### src/rtl/dodge_render_if.sv
// dodge_render_if: video timing, game inputs and pixel/status outputs for the dodge renderer
interface dodge_render_if #(parameter int N_OBS = 3);
  logic                 ready;
  logic                 vsync;
  logic [10:0]          column_addr;
  logic [10:0]          row_addr;
  logic [10:0]          player_x;
  logic [11*N_OBS-1:0]  obs_begin_row;
  logic [11*N_OBS-1:0]  obs_end_row;
  logic [11*N_OBS-1:0]  obs_begin_col;
  logic [11*N_OBS-1:0]  obs_end_col;
  logic                 start;
  logic                 restart;
  logic                 gameover;
  logic                 red;
  logic                 green;
  logic                 blue;
  logic                 fail;
  logic [1:0]           lives;
  modport master (
    output ready, vsync, column_addr, row_addr, player_x,
    output obs_begin_row, obs_end_row, obs_begin_col, obs_end_col,
    output start, restart, gameover,
    input  red, green, blue, fail, lives
  );
  modport slave (
    input  ready, vsync, column_addr, row_addr, player_x,
    input  obs_begin_row, obs_end_row, obs_begin_col, obs_end_col,
    input  start, restart, gameover,
    output red, green, blue, fail, lives
  );
endinterface

### src/rtl/dodge_render.sv
// dodge_render: per-pixel colouring of player/obstacle boxes and per-frame collision/lives FSM
module dodge_render #(
  parameter int N_OBS      = 3,
  parameter int LIVES      = 3,
  parameter int PLAYER_W   = 40,
  parameter int PLAYER_TOP = 540,
  parameter int PLAYER_BOT = 580
) (
  input logic            clk,
  input logic            rst_n,
  dodge_render_if.slave  bus
);
  typedef enum logic [1:0] {IDLE, PLAY, FAIL, OVER} state_t;
  state_t           r_state, w_next;
  logic             r_vsync, r_hit, r_fail, w_hit;
  logic [1:0]       r_lives, w_lives;
  logic [2:0]       r_rgb, w_rgb;
  logic [N_OBS-1:0] w_obs;
  logic             w_frame_end, w_player, w_any, w_overlap;
  assign w_frame_end = r_vsync & ~bus.vsync;
  // right edge at 12 bits so a player near column 2047 does not wrap
  assign w_player = bus.row_addr >= 11'(PLAYER_TOP) && bus.row_addr < 11'(PLAYER_BOT) &&
                    bus.column_addr >= bus.player_x &&
                    {1'b0, bus.column_addr} < {1'b0, bus.player_x} + 12'(PLAYER_W);
  for (genvar i = 0; i < N_OBS; i++) begin : g_obs
    assign w_obs[i] = bus.row_addr >= bus.obs_begin_row[11*i +: 11] &&
                      bus.row_addr <  bus.obs_end_row[11*i +: 11] &&
                      bus.column_addr >= bus.obs_begin_col[11*i +: 11] &&
                      bus.column_addr <  bus.obs_end_col[11*i +: 11];
  end
  assign w_any     = |w_obs;
  assign w_overlap = w_player & w_any;
  always_comb begin
    w_next  = r_state;
    w_lives = r_lives;
    w_hit   = r_hit;
    if (bus.restart) begin
      w_next  = IDLE;
      w_lives = 2'(LIVES);
      w_hit   = 1'b0;
    end else begin
      w_hit = w_frame_end ? 1'b0 : (r_hit | (r_state == PLAY && bus.ready && w_overlap));
      if (w_frame_end && r_hit && r_state == PLAY)
        w_lives = (r_lives == 2'd0) ? 2'd0 : r_lives - 2'd1;
      if (r_state == IDLE && bus.start)
        w_next = PLAY;
      else if (r_state == PLAY && w_frame_end && r_hit && r_lives <= 2'd1)
        w_next = FAIL;
      else if (r_state == PLAY && bus.gameover)
        w_next = OVER;
    end
  end
  always_comb begin
    w_rgb = !bus.ready         ? 3'b000 :
            r_state == FAIL    ? 3'b100 :
            r_state == OVER    ? 3'b011 :
            r_state == IDLE    ? {1'b0, w_player, 1'b0} :
            w_overlap          ? 3'b100 :
            w_player           ? 3'b010 :
            w_any              ? 3'b001 : 3'b000;
  end
  always_ff @(posedge clk or negedge rst_n) begin
    if (!rst_n) begin
      r_state <= IDLE;
      r_vsync <= 1'b1;
      r_hit   <= 1'b0;
      r_fail  <= 1'b0;
      r_lives <= 2'(LIVES);
      r_rgb   <= 3'b000;
    end else begin
      r_state <= w_next;
      r_vsync <= bus.vsync;
      r_hit   <= w_hit;
      r_fail  <= (w_next == FAIL);
      r_lives <= w_lives;
      r_rgb   <= w_rgb;
    end
  end
  assign {bus.red, bus.green, bus.blue} = r_rgb;
  assign bus.fail  = r_fail;
  assign bus.lives = r_lives;
endmodule

### src/flat_wrapper.sv
// flat-port wrapper written by rule: the top's interface ports become plain ports
module dodge_render_flat 
#(
  parameter int N_OBS      = 3,
  parameter int LIVES      = 3,
  parameter int PLAYER_W   = 40,
  parameter int PLAYER_TOP = 540,
  parameter int PLAYER_BOT = 580
)
  (clk, rst_n, bus_ready, bus_vsync, bus_column_addr, bus_row_addr, bus_player_x, bus_obs_begin_row, bus_obs_end_row, bus_obs_begin_col, bus_obs_end_col, bus_start, bus_restart, bus_gameover, bus_red, bus_green, bus_blue, bus_fail, bus_lives);
  dodge_render_if #(.N_OBS(N_OBS)) bus_i ();
  input logic clk;
  input logic rst_n;
  input wire logic [$bits(bus_i.ready)-1:0] bus_ready;
  input wire logic [$bits(bus_i.vsync)-1:0] bus_vsync;
  input wire logic [$bits(bus_i.column_addr)-1:0] bus_column_addr;
  input wire logic [$bits(bus_i.row_addr)-1:0] bus_row_addr;
  input wire logic [$bits(bus_i.player_x)-1:0] bus_player_x;
  input wire logic [$bits(bus_i.obs_begin_row)-1:0] bus_obs_begin_row;
  input wire logic [$bits(bus_i.obs_end_row)-1:0] bus_obs_end_row;
  input wire logic [$bits(bus_i.obs_begin_col)-1:0] bus_obs_begin_col;
  input wire logic [$bits(bus_i.obs_end_col)-1:0] bus_obs_end_col;
  input wire logic [$bits(bus_i.start)-1:0] bus_start;
  input wire logic [$bits(bus_i.restart)-1:0] bus_restart;
  input wire logic [$bits(bus_i.gameover)-1:0] bus_gameover;
  output wire logic [$bits(bus_i.red)-1:0] bus_red;
  output wire logic [$bits(bus_i.green)-1:0] bus_green;
  output wire logic [$bits(bus_i.blue)-1:0] bus_blue;
  output wire logic [$bits(bus_i.fail)-1:0] bus_fail;
  output wire logic [$bits(bus_i.lives)-1:0] bus_lives;
  assign bus_i.ready = bus_ready;
  assign bus_i.vsync = bus_vsync;
  assign bus_i.column_addr = bus_column_addr;
  assign bus_i.row_addr = bus_row_addr;
  assign bus_i.player_x = bus_player_x;
  assign bus_i.obs_begin_row = bus_obs_begin_row;
  assign bus_i.obs_end_row = bus_obs_end_row;
  assign bus_i.obs_begin_col = bus_obs_begin_col;
  assign bus_i.obs_end_col = bus_obs_end_col;
  assign bus_i.start = bus_start;
  assign bus_i.restart = bus_restart;
  assign bus_i.gameover = bus_gameover;
  assign bus_red = bus_i.red;
  assign bus_green = bus_i.green;
  assign bus_blue = bus_i.blue;
  assign bus_fail = bus_i.fail;
  assign bus_lives = bus_i.lives;
  dodge_render #(.N_OBS(N_OBS), .LIVES(LIVES), .PLAYER_W(PLAYER_W), .PLAYER_TOP(PLAYER_TOP), .PLAYER_BOT(PLAYER_BOT)) u_core (.clk(clk), .rst_n(rst_n), .bus(bus_i));
endmodule
### config.mk
export PLATFORM = sky130hd
export DESIGN_NAME = dodge_render_flat
export DESIGN_NICKNAME = d
export VERILOG_FILES = /design/src/rtl/dodge_render_if.sv /design/src/rtl/dodge_render.sv /design/src/flat_wrapper.sv
export SDC_FILE = /design/constraint.sdc
export NUM_CORES = 1
export LEC_CHECK = 0
export CORE_MARGIN = 2
export CORE_UTILIZATION = 40
export DETAILED_ROUTE_END_ITERATION = 8
export PLACE_DENSITY = 0.78
export SETUP_SLACK_MARGIN = 0.2
export SKIP_LAST_GASP = 1
export SYNTH_ARGS = -nofsm -noshare
export SYNTH_HDL_FRONTEND = slang
export SYNTH_SLANG_ARGS = --single-unit
### constraint.sdc
create_clock -name clk -period 3.2 [get_ports clk]
set_input_delay 0.64 -clock clk [delete_from_list [all_inputs] [get_ports clk]]
set_output_delay 0.64 -clock clk [all_outputs]
set_load 0.05 [all_outputs]
Word level (Yosys, flattened, before mapping). Cells that the tools add are included.

Register bits: 10. Input bits: 172. Output and inout port bits: 6. Logic and storage cells: 74.

$add $sub $neg: 2. Magnitude comparators: 17. Equality and inequality tests: 4. Muxes and demuxes: 16. Bitwise gates (word level): 4. Reductions and logical operators: 25.

Operators by type and width (count): greater-or-equal comparator 11 bit (7); < comparator 11 bit (6); logical AND 1 bit (21); two-way mux 3 bit (6); two-way mux 2 bit (7); adder 11 x 6 -> 12 bit, second input constant (1); < comparator 11 x 12 -> 1 bit (1); greater-or-equal comparator 11 x 10 -> 1 bit, second input constant (1); < comparator 11 x 10 -> 1 bit, second input constant (1); == test 2 bit, second input constant (3); zero test 2 bit (2); two-way mux 1 bit (3); OR reduction 3 bit (1); bitwise AND 1 bit (2); == test 2 x 1 -> 1 bit, second input constant (1); <= comparator 2 x 1 -> 1 bit, second input constant (1); nonzero test 2 bit (1); subtractor 2 x 1 -> 2 bit, second input constant (1); NOT 1 bit (1); bitwise OR 1 bit (1).

Logic depth before layout (Yosys ltp). Gate-level depths: netlist (run 1).

Depth in word-level cells: 12. Gate-level depth with buffers: 10. Mapped depth without buffers: 10.

Least setup slack after synthesis (run 1). Ideal clock, no wire load.

Path type: input-to-reg. Start: input port bus_player_x[3]. End: register u_core.r_hit. Library setup time: 0.077 ns. Data arrival time: 2.343 ns. Data required time: 3.123 ns. Path slack: 0.780 ns. Stages on the path: 10. Buffers on the path: 0. Path through: ha_1 > o21ai_0 > xnor2_1 > ha_1 > and3_1 > o2111ai_1 > a31oi_1 > a311oi_2 > nand4_1 > o21ai_1.

Word-level cells in the longest chain between the ends: 8. Elaborated cells on any way between the ends: 10. Those cells by class: add/sub: 1; order compare: 2; mux: 2; bitwise: 2; reduce/logical: 3.

RTL lines: start, declared (line flat_wrapper.sv:18) `input wire logic [$bits(bus_i.player_x)-1:0] bus_player_x;`; adder 11 x 6 -> 12 bit / greater-or-equal comparator 11 bit (equally long branches) (line dodge_render.sv:24, dodge_render.sv:23); < comparator 11 x 12 -> 1 bit / logical AND 1 bit (equally long branches) (line dodge_render.sv:24, dodge_render.sv:22); logical AND 1 bit (*) (line dodge_render.sv:23) `bus.column_addr >= bus.player_x &&`; bitwise AND 1 bit (*) (line dodge_render.sv:32) `assign w_overlap = w_player & w_any;`; logical AND 1 bit (*) (line dodge_render.sv:42) `w_hit = w_frame_end ? 1'b0 : (r_hit | (r_state == PLAY && bus.ready && w_overlap));`; bitwise OR 1 bit (*) (line dodge_render.sv:42); two-way mux 1 bit (*) (line dodge_render.sv:42); two-way mux 1 bit (*) (line dodge_render.sv:37) `if (bus.restart) begin`; named net u_core.w_hit (line dodge_render.sv:15) `logic r_vsync, r_hit, r_fail, w_hit;`; end signal, assigned (line dodge_render.sv:73) `r_hit <= w_hit;`; end, declared (line dodge_render.sv:15).

Mark *: on every way through the listed nets, which the timed path passes. The rest lies on a longest branch. A chain may end at the register's enable or synchronous reset.

Worst setup path after layout (run 1).
Start: input port bus_column_addr[6]. End: register u_core.r_rgb[0].

Word-level cells in the longest chain between the ends: 11. Elaborated cells on any way between the ends: 25. Those cells by class: order compare: 8; mux: 7; bitwise: 1; reduce/logical: 9.

RTL lines: start, declared (line flat_wrapper.sv:16) `input wire logic [$bits(bus_i.column_addr)-1:0] bus_column_addr;`; greater-or-equal comparator 11 bit (line dodge_render.sv:28) `bus.column_addr >= bus.obs_begin_col[11*i +: 11] &&`; logical AND 1 bit (line dodge_render.sv:27) `bus.row_addr < bus.obs_end_row[11*i +: 11] &&`; logical AND 1 bit (line dodge_render.sv:28); OR reduction 3 bit (line dodge_render.sv:31) `assign w_any = |w_obs;`; two-way mux 1 bit (line dodge_render.sv:60) `w_any ? 3'b001 : 3'b000;`; two-way mux 3 bit (line dodge_render.sv:59) `w_player ? 3'b010 :`; two-way mux 3 bit (*) (line dodge_render.sv:58) `w_overlap ? 3'b100 :`; two-way mux 3 bit (*) (line dodge_render.sv:57) `r_state == IDLE ? {1'b0, w_player, 1'b0} :`; two-way mux 3 bit (*) (line dodge_render.sv:56) `r_state == OVER ? 3'b011 :`; two-way mux 3 bit (*) (line dodge_render.sv:55) `r_state == FAIL ? 3'b100 :`; two-way mux 3 bit (*) (line dodge_render.sv:54) `w_rgb = !bus.ready ? 3'b000 :`; named net u_core.w_rgb[0] (line dodge_render.sv:17) `logic [2:0] r_rgb, w_rgb;`; end signal, assigned (line dodge_render.sv:76) `r_rgb <= w_rgb;`; end, declared (line dodge_render.sv:17).

Marks and branches as above.

==> metrics list, run 1 <==
* Placeable core area: 0.00982 mm²
- Yosys Warn Count: 0
- Detailed-route wire length: 13.3 mm
- The run finished with clean final reports.
- By startpoint and endpoint, the worst setup path is classified as primary input to flop.
* Horizontal die dimension: 105 µm
- The synthesized netlist contains 46 unique library cells.
- The worst pin sits at a relative slew slack of 66.5%.
- The total overflow left after global routing is 0.
- After clock tree synthesis, the clock-pin slew on the worst setup and hold paths is 0.05 ns.
- Internal power summed over all cells: 644 µW
- Across all hold checks on the routed design, the worst slack comes to 0.502 ns.
- Once the floorplan was initialized, standard cells occupied 41.4% of the core.
* Worst setup EP type: flop
* Worst slew pin tran: 0.489 ns
- Flops & latches, synth: 10
- RSZ-0062 raised after global routing: true
* Number of stages on the worst hold path: 2
- Launch instance of the worst register-to-register path: u_core.r_state[0]$_DFF_PN0_
- On the final layout, the worst clock skew is 0.00257 ns.
- Number of clock buffers inserted by TritonCTS: 3
- In this run the vertical extent of the chip is 105 µm.
* ANT cells: 0
* Total global routing track utilization: 24.2%
- The worst setup path is launched from a primary input.
- Count of max-cap constraint violations: 0
- The path with the worst hold slack has its endpoint at u_core.bus.lives[0]$_DFFE_PN1P_.
* Capturing point of the worst reg2reg path: u_core.bus.fail$_DFF_PN0_
- In this run the static leakage power is 0.00343 µW.
- Portion of the post-synthesis area used by sequential elements: 6.25%
- Setup violations remaining at the end of the flow were counted as 0.
* Synth area leader: sky130_fd_sc_hd__ha_1
- Sum Neg Setup Slack: 0 ns
- Reg2Reg Setup Slack: 1.64 ns
- Summed over all nets, wire length on met3 after detailed routing comes to 1.01 mm.
* Number of flops mapped to enable cells by yosys: 0
- For this run, design rule violations remaining after detail routing come to 0.
- Sequential cells burn 13.2% of the power.
- Met1 Routed Length: 5.25 mm
- The cell area that synthesis handed to floorplanning was 0.00406 mm².
- Total vias in the final route: 4,455
- CTS Buffer Depth: 2
* Worst VDD drop: 139 µV
* Final antenna-violating net count: 0
* Routed wl met2: 6.73 mm
- Per report_power, the clock group accounts for 12.9% of the total.
- The clock period could shrink to 2.88 ns.
- Top metal layer carrying routed signals: met4
* Asr flop ratio synth: 100%
- After detailed routing, the average wire length per cell comes to 15.4 µm.
- At the end of the flow, the number of nets in the layout was 1,053.
* Cells after Synth: 528
* TritonCTS clock tree: built
- Number of clock sinks seen by CTS: 10
- Initial drt markers: 151
- Vias in the first global route: 4,915
- The clock reaches the later pin of the worst-skew pair after 0.23 ns.
- Pwr/cell area: 163 mW/mm²
- The first global-routing pass estimated 22.1 mm of wire.
* Comb power frac: 73.9%
* Final Max Tran Viols: 0
* Switching Fraction: 38.0%
* Number of placement rows: 36
* Weighted congestion reported at the end of routability-driven placement: 0.924
- The startpoint identified for the worst hold timing path is u_core.bus.lives[1]$_DFFE_PN1P_.
* Layout overhead on the synthesized area: 57.1%
- 178 I/O pins were placed.
* Antenna violations before repair: 0
- Along the worst path, the maximum fanout reaches 3.
- Die Outline Area: 0.0110 mm²
- STA puts the critical path data required time at 3.34 ns.
- Crit path DAT: 3.02 ns
* Achievable Freq: 347 MHz
* H-tree level count: 1
- Counting cells, the worst reg-to-reg path comes to 6.
* Share of post-route cells with drive strength above 1: 7.49%
- The first TritonRoute pass finished after 5 iterations.
- Entering global routing, the biggest net connects 11 pins.
- Placed wire-length estimate: 11.8 mm
* Hold Path Class: flop to flop
- Cell chosen for the clock root: sky130_fd_sc_hd__clkbuf_8
- The number of hold violations in the final report came to 0.
- Final clock period utilization by the worst path: 90.0%
- Hold Buf Count CTS: 0
* Syn nets: 846
* Average instance area after synthesis: 7.69 µm²
- Synth top area cells: sky130_fd_sc_hd__ha_1 (45%), sky130_fd_sc_hd__inv_1 (13%), sky130_fd_sc_hd__a21oi_1 (5.2%)
* Proportion of netlist area held by the largest area contributor: 45.0%
- For this run, the leading register cell type out of synthesis is sky130_fd_sc_hd__dfrtp_1.
- Dividing the detail-routed via count by the number of cells gives 5.14.
- Port Buffer Count: 177
- Switch Pwr: 394 µW
state kept, by name (all words and copies together) (netlist names):
signal,flops
u_core.r_rgb,3
u_core.bus.lives,2
u_core.r_state,2
u_core.bus.fail,1
u_core.r_hit,1
u_core.r_vsync,1
worst max-delay path by stage:
stage                     cells after the start                   from                        end
after floorplan                              10        bus_player_x[3]     u_core.r_hit$_DFF_PN0_
after global placement                       13     bus_column_addr[0]  u_core.r_rgb[0]$_DFF_PN0_
after detailed placement                     11     bus_column_addr[2]  u_core.r_rgb[0]$_DFF_PN0_
after CTS                                    11     bus_column_addr[2]  u_core.r_rgb[0]$_DFF_PN0_
after global routing                         13  bus_obs_begin_col[12]  u_core.r_rgb[2]$_DFF_PN0_
final                                        10     bus_column_addr[6]  u_core.r_rgb[0]$_DFF_PN0_
power by group through the flow:
stage | combinational [µW] | clock [µW] | sequential, µW
after CTS | 737 | 136 | 136
after global placement | 695 | 0 | 138
after floorplan | 341 | 0 | 145
after detailed placement | 726 | 0 | 138
after global routing | 860 | 144 | 137
final | 767 | 134 | 137
per-stage QoR:
step	total power (µW)	worst slack (ns)	cell area (µm²)	std cells	utilization, %
CTS	1010	0.182	6240	866	63.5
floorplan	486	0.780	4060	528	-
global route	1140	0.182	6380	867	65.0
finish	1040	0.319	6380	867	65.0
global placement	833	-0.0308	6180	862	62.9
detailed placement	864	-0.144	6180	862	62.9
cells in the mapped netlist (2+ instances only):
master	n
sky130_fd_sc_hd__o2111ai_1	6
sky130_fd_sc_hd__a2111oi_0	3
sky130_fd_sc_hd__nor3_1	6
sky130_fd_sc_hd__ha_1	146
sky130_fd_sc_hd__nor4b_1	2
sky130_fd_sc_hd__o21a_1	3
sky130_fd_sc_hd__nor2_1	14
sky130_fd_sc_hd__nor4_1	2
sky130_fd_sc_hd__o21ai_1	12
sky130_fd_sc_hd__a21oi_2	2
sky130_fd_sc_hd__nor2b_1	10
sky130_fd_sc_hd__and3_1	2
sky130_fd_sc_hd__nand4_1	12
sky130_fd_sc_hd__o211ai_1	4
sky130_fd_sc_hd__and4_1	2
sky130_fd_sc_hd__xnor2_1	5
sky130_fd_sc_hd__a311oi_1	2
sky130_fd_sc_hd__nand2b_1	10
sky130_fd_sc_hd__nand3_1	11
sky130_fd_sc_hd__a21oi_1	42
sky130_fd_sc_hd__nand2_1	17
sky130_fd_sc_hd__a21o_1	23
sky130_fd_sc_hd__inv_1	136
sky130_fd_sc_hd__dfrtp_1	7
sky130_fd_sc_hd__a211oi_1	8
sky130_fd_sc_hd__a221oi_1	2
sky130_fd_sc_hd__a31oi_1	4
sky130_fd_sc_hd__a2111oi_2	2
sky130_fd_sc_hd__o21ai_0	14
sky130_fd_sc_hd__dfstp_2	3
cells by family after synthesis:
| logic type | after synthesis | share of synthesized area [%] |
|---|---|---|
| flip-flops | 10 | 6.25 |
| buffers and inverters | 136 | 12.6 |
| XOR/XNOR | 6 | 1.29 |
| AND/OR/NAND/NOR | 93 | 12.6 |
| AO/OA/AOI/OAI | 137 | 22.4 |
| adder cells (fa/ha/maj) | 146 | 45.0 |
layout by cell type (no fill, tap or decap), drive strengths merged, types with 2 or more instances in the layout:
cell type,instances
xnor2,5
a211oi,8
o211ai,4
a221oi,2
inv,136
and4,2
nor2,14
a311oi,3
nand2b,11
nand4,12
clkbuf,4
a31oi,4
nand3,12
a21oi,44
o21a,3
nor2b,10
clkdlybuf4s50,168
a2111oi,5
o2111ai,7
buf,25
ha,146
nor4,3
a21o,23
dfstp,3
nor3,6
dlymetal6s2s,9
dfrtp,7
nor4b,2
o21ai,26
and3,2
nand2,17
what timing repair did:
item | CTS | global route
gates resized for setup | 2 | 31
endpoints found under the setup margin | 4 | 4
setup buffers | 0 | 1
pin swaps | 1 | 14
gates cloned | 0 | 0
final cells by class:
type                       instances  area (µm²)
timing repair buffer             202        1980
inverter                         136         510
sequential                        10         254
fill                             851        3440
clock buffer                       4        45.0
multi-input combinational        382        3430
tap                              133         166
metal layers:
| layer | vias to the layer above | global-route usage, % |
|---|---|---|
| met5 | - | 0 |
| met4 | 0 | 7.24 |
| met3 | 26 | 4.93 |
| met2 | 182 | 47.2 |
| met1 | 1975 | 25.9 |
| li1 | 2272 | - |
critical path, cell delays in order:
cell and delay, ns:
sky130_fd_sc_hd__clkdlybuf4s50_1 0.61, sky130_fd_sc_hd__ha_1 0.34, sky130_fd_sc_hd__nand4_1 0.14, sky130_fd_sc_hd__a21oi_2 0.06
sky130_fd_sc_hd__a2111oi_4 0.34, sky130_fd_sc_hd__o21ai_1 0.14, sky130_fd_sc_hd__nor4b_1 0.28, sky130_fd_sc_hd__buf_4 0.20
sky130_fd_sc_hd__a311oi_4 0.05, sky130_fd_sc_hd__o31ai_1 0.22
Power figures use the tool's default switching activity.
==> run 2: changes to the inputs <==
- CTS_BUF_LIST: unset -> sky130_fd_sc_hd__clkbuf_4
==> run 2 against run 1 <==
  * Clock power shrank 22%
  * First-iteration DRC count down 32%
  * Largest power group unchanged
  * Sequential power barely moved
==> metrics list, run 2 (synthesized netlist as in run 1, its figures left out) <==
* Run status: finished clean
* Port Buffer Count: 177
* Endpoints failing setup: 0
* Sum Neg Setup Slack: 0 ns
- Initial drt markers: 102
* Net count of the finished layout: 1,053
- Drt first pass iters: 4
- The detail route stage leaves a number of antenna-violating nets equal to 0.
- Buffers inserted to repair hold after CTS numbered 0.
* TritonCTS clock tree: built
* Worst VDD drop: 106 µV
- Along the worst path, the maximum fanout reaches 3.
- After detailed routing, the number of remaining DRC violations is 0.
- Counting along the longest clock path gives a buffer depth of 2.
- The worst setup path is launched from a primary input.
* Chip height: 105 µm
* Horizontal die dimension: 105 µm
- The first global-routing pass estimated 22.1 mm of wire.
* Cell chosen for the clock root: sky130_fd_sc_hd__clkbuf_4
- The number of placed instances, taps included, is 862.
- Worst endpoint required time: 3.34 ns
* Number of clock sinks seen by CTS: 10
- GR Overflow Total: 0
- The critical path starts at bus_column_addr[0].
* Latest clock arrival within the worst-skew pair: 0.28 ns
- H-tree level count: 1
- Die Outline Area: 0.0110 mm²
- After the flow finishes, the layout carries non-filler instances totaling 867.
- Capturing point of the worst reg2reg path: u_core.bus.fail$_DFF_PN0_
- Starting density of the core: 41.4%
- Final Max Tran Viols: 0
* Vias in the first global route: 4,935
- Cells with a size suffix above 1 make up 6.81% of the layout.
- The number of hold violations in the final report is 0.
- Detailed-route wire length: 13.1 mm
* Max transition margin: 65.2%
- Top reg by flops: u_core.r_rgb
* Number of clock buffers inserted by TritonCTS: 3
* Number of placement rows: 36
* Most used cells in the layout excluding fill and tap cells: sky130_fd_sc_hd__clkdlybuf4s50_1 (171), sky130_fd_sc_hd__ha_1 (146), sky130_fd_sc_hd__inv_1 (136)
* Worst slew pin tran: 0.508 ns
- Number of flip-flops in the largest register: 3
- Final Util: 64.1%
* RSZ-0062 raised after global routing: false
- In the final routed layout, each cell accounts on average for 15.1 µm.
* Crit path DAT: 2.99 ns
- Reg2Reg Setup Slack: 1.64 ns
- The area growth from synthesis to layout is 55.0%.
- Count of max-cap constraint violations: 0
- Once detailed placement completed, the half-perimeter wirelength came to 11.8 mm.
* Antenna violations before repair: 0
- The library cell used most frequently in the layout, excluding fill and tap cells, is sky130_fd_sc_hd__clkdlybuf4s50_1.
- Crit path capture: u_core.r_rgb[2]$_DFF_PN0_
- The worst register-to-register path has a depth of 6.
- After clock tree synthesis, the clock-pin slew on the worst setup and hold paths is 0.06 ns.
- Dividing total power by cell area gives a power density of 157 mW/mm².
* Final clock period utilization by the worst path: 89.0%
- The setup path with the least slack is of type primary input to flop.
- Derived from the worst setup path, the maximum achievable clock frequency is 351 MHz.
- Weighted congestion reported at the end of routability-driven placement: 0.924
- During I/O placement, the number of pins put on the boundary was 178.
* Maximum clock skew at final layout: 0.000842 ns
- Total vias in the final route: 4,433
- Launch instance of the worst register-to-register path: u_core.r_state[0]$_DFF_PN0_
- Hold Path Class: flop to flop
* Worst setup EP type: flop
- ANT cells: 0
* Total global routing track utilization: 24.2%
- The core region is 0.00982 mm².
- In this run the static leakage power is 0.00339 µW.
* Maximum number of pins on one net before global-route repair: 11
- In the routed layout, each cell is associated on average with a via count of 5.11.
- The worst path needs 2.85 ns of the cycle, external delays included.
run 2: cell types whose count changed in the layout (fill, tap and decap cells not counted), moves of 2 or more:
cell                              previous run  this run
sky130_fd_sc_hd__clkbuf_8                    3         0
sky130_fd_sc_hd__clkbuf_4                    0         4
sky130_fd_sc_hd__dlymetal6s2s_1              9         6
sky130_fd_sc_hd__a21oi_2                     4         2
sky130_fd_sc_hd__clkdlybuf4s50_1           168       171
sky130_fd_sc_hd__a311oi_2                    1         3
sky130_fd_sc_hd__a21oi_1                    40        42
sky130_fd_sc_hd__a311oi_4                    2         0
run 2: how the worst min path moves through the flow:
stage                                                from                               to  slack [ns]  depth (start not counted)
final                              u_core.r_hit$_DFF_PN0_           u_core.r_hit$_DFF_PN0_        0.51                          2
after CTS                          u_core.r_hit$_DFF_PN0_           u_core.r_hit$_DFF_PN0_        0.50                          2
after global placement    u_core.bus.lives[1]$_DFFE_PN1P_  u_core.bus.lives[0]$_DFFE_PN1P_        0.47                          2
after floorplan                                     rst_n        u_core.bus.fail$_DFF_PN0_        0.34                          0
after detailed placement           u_core.r_hit$_DFF_PN0_           u_core.r_hit$_DFF_PN0_        0.49                          2
after global routing      u_core.bus.lives[1]$_DFFE_PN1P_  u_core.bus.lives[0]$_DFFE_PN1P_        0.54                          2
run 2: per-layer routing:
layer	vias up	GRT usage [%]	wire, µm
met1	1965	25.8	5250
li1	2275	-	-
met3	24	5.05	929
met2	169	47.0	6600
met5	-	0	0
met4	0	7.43	323
run 2: where the power goes:
group / total (µW) / leakage [µW] / internal, µW / switching, µW
registers: 136 / 0.000127 / 132 / 4.02
clock network: 104 / 0.0000184 / 56.9 / 47.0
logic: 747 / 0.00324 / 417 / 330
total: 987 / 0.00339 / 606 / 381
run 2: cell type report:
cell class | instances | area [µm²]
multi-input combinational | 382 | 3360
tap | 133 | 166
inverter | 136 | 510
clock buffer | 4 | 30.0
timing repair buffer | 202 | 1970
sequential | 10 | 254
fill | 861 | 3520
run 2: worst max-delay path, stage by stage:
cell,delay (ns)
sky130_fd_sc_hd__clkdlybuf4s50_1,0.49
sky130_fd_sc_hd__inv_1,0.06
sky130_fd_sc_hd__ha_1,0.27
sky130_fd_sc_hd__nor2_1,0.10
sky130_fd_sc_hd__a21oi_1,0.08
sky130_fd_sc_hd__nor3_1,0.14
sky130_fd_sc_hd__nor2_1,0.08
sky130_fd_sc_hd__a2111oi_2,0.33
sky130_fd_sc_hd__buf_4,0.17
sky130_fd_sc_hd__nor4b_1,0.05
sky130_fd_sc_hd__buf_4,0.15
sky130_fd_sc_hd__a311oi_2,0.29
sky130_fd_sc_hd__o22ai_1,0.14
run 2: through the flow:
step / total power [µW] / hold WS [ns] / worst slack, ns / area [µm²]
floorplan: 486 / 0.344 / 0.780 / 4060
global placement: 833 / 0.473 / -0.0308 / 6180
detailed placement: 864 / 0.488 / -0.144 / 6180
CTS: 976 / 0.500 / 0.202 / 6220
global route: 1090 / 0.543 / 0.172 / 6300
finish: 987 / 0.508 / 0.353 / 6300
run 2: repair_timing:
item,in CTS,in global routing
pin swaps,0,7
endpoints found under the setup margin,3,4
resized for setup,2,18
setup buffers,0,1
==> run 3: changes to the inputs <==
- CORE_ASPECT_RATIO: unset -> 0.8
==> run 3 against run 2 <==
  * Sequential cell count did not move
  * Maximum frequency shrank 3.6%
  * Combinational power rose by 1%
  * Wire length rose by 0.73%
  * Clock skew rose by 0.0027 ns
  * Total power fell by 0.63%
  * Via count is 2.8% higher
  * Global-route usage decreased by 1.0 points
  * Design area grew 0.56%
  * Sequential power about the same
  * Final cell count is 0.81% higher
  * Count of clock-buffer cells in the layout shrank 1
  * Critical endpoint is now u_core.r_rgb[0]$_DFF_PN0_
==> metrics list, run 3 (synthesized netlist as in run 1, its figures left out) <==
- After layout, the design draws a total of 980 µW.
- Detailed-route wire length: 13.2 mm
- Placeable core area: 0.00977 mm²
* Final clock period utilization by the worst path: 92.3%
* Critical path's top delay family: compound AO/OA/AOI/OAI gates
* Filler cell count: 854
* Launch instance of the worst register-to-register path: u_core.r_state[0]$_DFF_PN0_
- Cell occurring most often along the worst timing path: sky130_fd_sc_hd__a311oi_2
- The first TritonRoute pass finished after 4 iterations.
- Maximum number of pins on one net before global-route repair: 11
- Placed wire-length estimate: 11.9 mm
* Finished Layout Cells: 874
- On the final layout, the worst hold slack is 0.495 ns.
- CTS Buffer Depth: 2
- The first global-routing pass estimated 20.6 mm of wire.
* Run status: finished clean
- Vias per Instance: 5.21
* Max incr delay on CP: 0.45 ns
- Total vias in the final route: 4,555
* Total global routing track utilization: 23.2%
- Number of clock buffers inserted by TritonCTS: 3
* Horizontal die dimension: 117 µm
- The library cell used most frequently in the layout, excluding fill and tap cells, is sky130_fd_sc_hd__clkdlybuf4s50_1.
* Cell count of the worst reg-to-reg path: 6
- For the worst setup path, the data arrival time is 3.12 ns.
- OpenSTA, run right after detailed placement, puts the worst setup slack at -0.321 ns.
- Port Buffer Count: 177
- Final Max Tran Viols: 0
- Share of post-route cells with drive strength above 1: 7.18%
- Count of max-cap constraint violations: 0
* Layout overhead on the synthesized area: 55.9%
* Latest clock arrival within the worst-skew pair: 0.26 ns
* Worst path cell trace: clkdlybuf4s50_1 > inv_1 > ha_1 > a211oi_1 > nor2_1 > a2111oi_1 > nand2_1 > a311oi_2 > a311oi_2 > buf_4 > o31ai_2
* Hold Buf Count CTS: 0
- Cell chosen for the clock root: sky130_fd_sc_hd__clkbuf_4
- Once placement completed, the tool counted placed cells totaling 868.
- The worst register-to-register path has a setup slack of 1.63 ns.
* Post-layout min period: 2.95 ns
* Worst endpoint required time: 3.37 ns
- Together, buffers and inverters on the worst path number 3.
* Critical Path Source Type: primary input
- Power spread over the standard cell area amounts to 155 mW/mm².
* Capturing point of the worst reg2reg path: u_core.bus.fail$_DFF_PN0_
* DRC violations left: 0
- H-tree level count: 1
- Worst VDD drop: 88.7 µV
- Category of the most critical setup path: primary input to flop
- Final Hold Violating Endpoints: 0
- Post-detailed-route wirelength per cell: 15.1 µm
- Top reg by flops: u_core.r_rgb
- Net count of the finished layout: 1,057
* Endpoints failing setup: 0
- In the layout the commonest cells are sky130_fd_sc_hd__clkdlybuf4s50_1 (169), sky130_fd_sc_hd__ha_1 (146), sky130_fd_sc_hd__inv_1 (135).
- The clock drives 10 sinks.
- The register with the most flip-flops in the layout has 3 of them.
- The congestion estimate from routability-driven global placement came to 1.04.
- The floorplan has 32 rows.
* Worst setup margin: 0.248 ns
- Vias in the first global route: 4,714
- Critical hold path startpoint: u_core.bus.lives[1]$_DFFE_PN1P_
- For this design the static power due to leakage is 0.00339 µW.
- Max transition margin: 59.8%
* Worst setup EP type: flop
- Based on the critical path, the design can be clocked at up to 339 MHz.
* Worst min-delay path endpoint: u_core.bus.lives[0]$_DFFE_PN1P_
* ANT cells: 0
* Total I/O pin count: 178
- Hold Path Class: flop to flop
- For the pin with the worst max-slew slack, the measured transition is 0.587 ns.
- Maximum clock skew at final layout: 0.00355 ns
- RSZ-0062 raised after global routing: true
- In this run the remaining antenna-violating nets after routing total 0.
- Clock-pin slew was measured on the worst setup and hold paths at 0.07 ns.
- Along the worst hold path, the cell count comes to 2.
- Starting density of the core: 41.6%
- Chip height: 94.1 µm
- Die Outline Area: 0.0110 mm²
* GR Overflow Total: 0
- Max stage delay cell, worst path: sky130_fd_sc_hd__clkdlybuf4s50_1
- Crit-path max FO: 3
* Antenna violations before repair: 0
* TritonCTS clock tree: built
- The first routing iteration left 211 violations.
## run 3: layout make-up
class                           instances  area [µm²]  area share, %
Clock inverter                          1        3.75         0.0593
Clock buffer                            3        22.5          0.356
Inverter                              136         510           8.06
Multi-Input combinational cell        382        3380           53.3
Tap cell                              136         170           2.69
Timing Repair Buffer                  206        1990           31.5
Sequential cell                        10         254           4.01
## run 3: per-stage QoR
step	cell area (µm²)	utilization, %	TNS [ns]
after global placement	6210	63.5	-0.177
final	6330	64.8	0
after floorplan	4060	-	0
after global routing	6330	64.8	0
after detailed placement	6210	63.5	-0.719
after CTS	6260	64.1	0
## run 3: where the power goes
part           internal (µW)  switching [µW]  total [µW]  leakage (µW)
clock network           45.0            41.9        86.8     0.0000154
logic                    421             337         757       0.00325
registers                132            4.40         136      0.000127
## run 3: tightest hold or removal path: stages (launching register included)
cell	delay (ns)
sky130_fd_sc_hd__dfstp_2	0.39
sky130_fd_sc_hd__nand2_1	0.06
sky130_fd_sc_hd__nand2_1	0.05
## run 3: worst max path at each step
stage	start	to	slack (ns)	cells after the start
2_1_floorplan	bus_player_x[3]	u_core.r_hit$_DFF_PN0_	0.78	10
3_3_place_gp	bus_column_addr[8]	u_core.r_rgb[0]$_DFF_PN0_	-0.13	11
3_5_place_dp	bus_column_addr[8]	u_core.r_rgb[0]$_DFF_PN0_	-0.32	10
4_1_cts	bus_column_addr[4]	u_core.r_rgb[0]$_DFF_PN0_	0.20	10
5_1_grt	bus_obs_begin_col[31]	u_core.r_rgb[0]$_DFF_PN0_	0.003	11
6_report	bus_obs_end_col[30]	u_core.r_rgb[0]$_DFF_PN0_	0.25	11
## run 3: what timing repair did
action	in CTS	in global routing
endpoints found under the hold margin	0	0
pin swaps	0	5
gates cloned	0	0
buffers inserted	0	2
setup endpoints to repair	4	4
resized for setup	10	12
## run 3: routing by layer
layer	vias to the layer above	wire length, µm	global-route usage, %
met5	-	0	0
met4	0	321	6.76
met3	26	785	1.94
met2	144	6320	40.7
met1	2096	5770	30.2
li1	2289	-	-
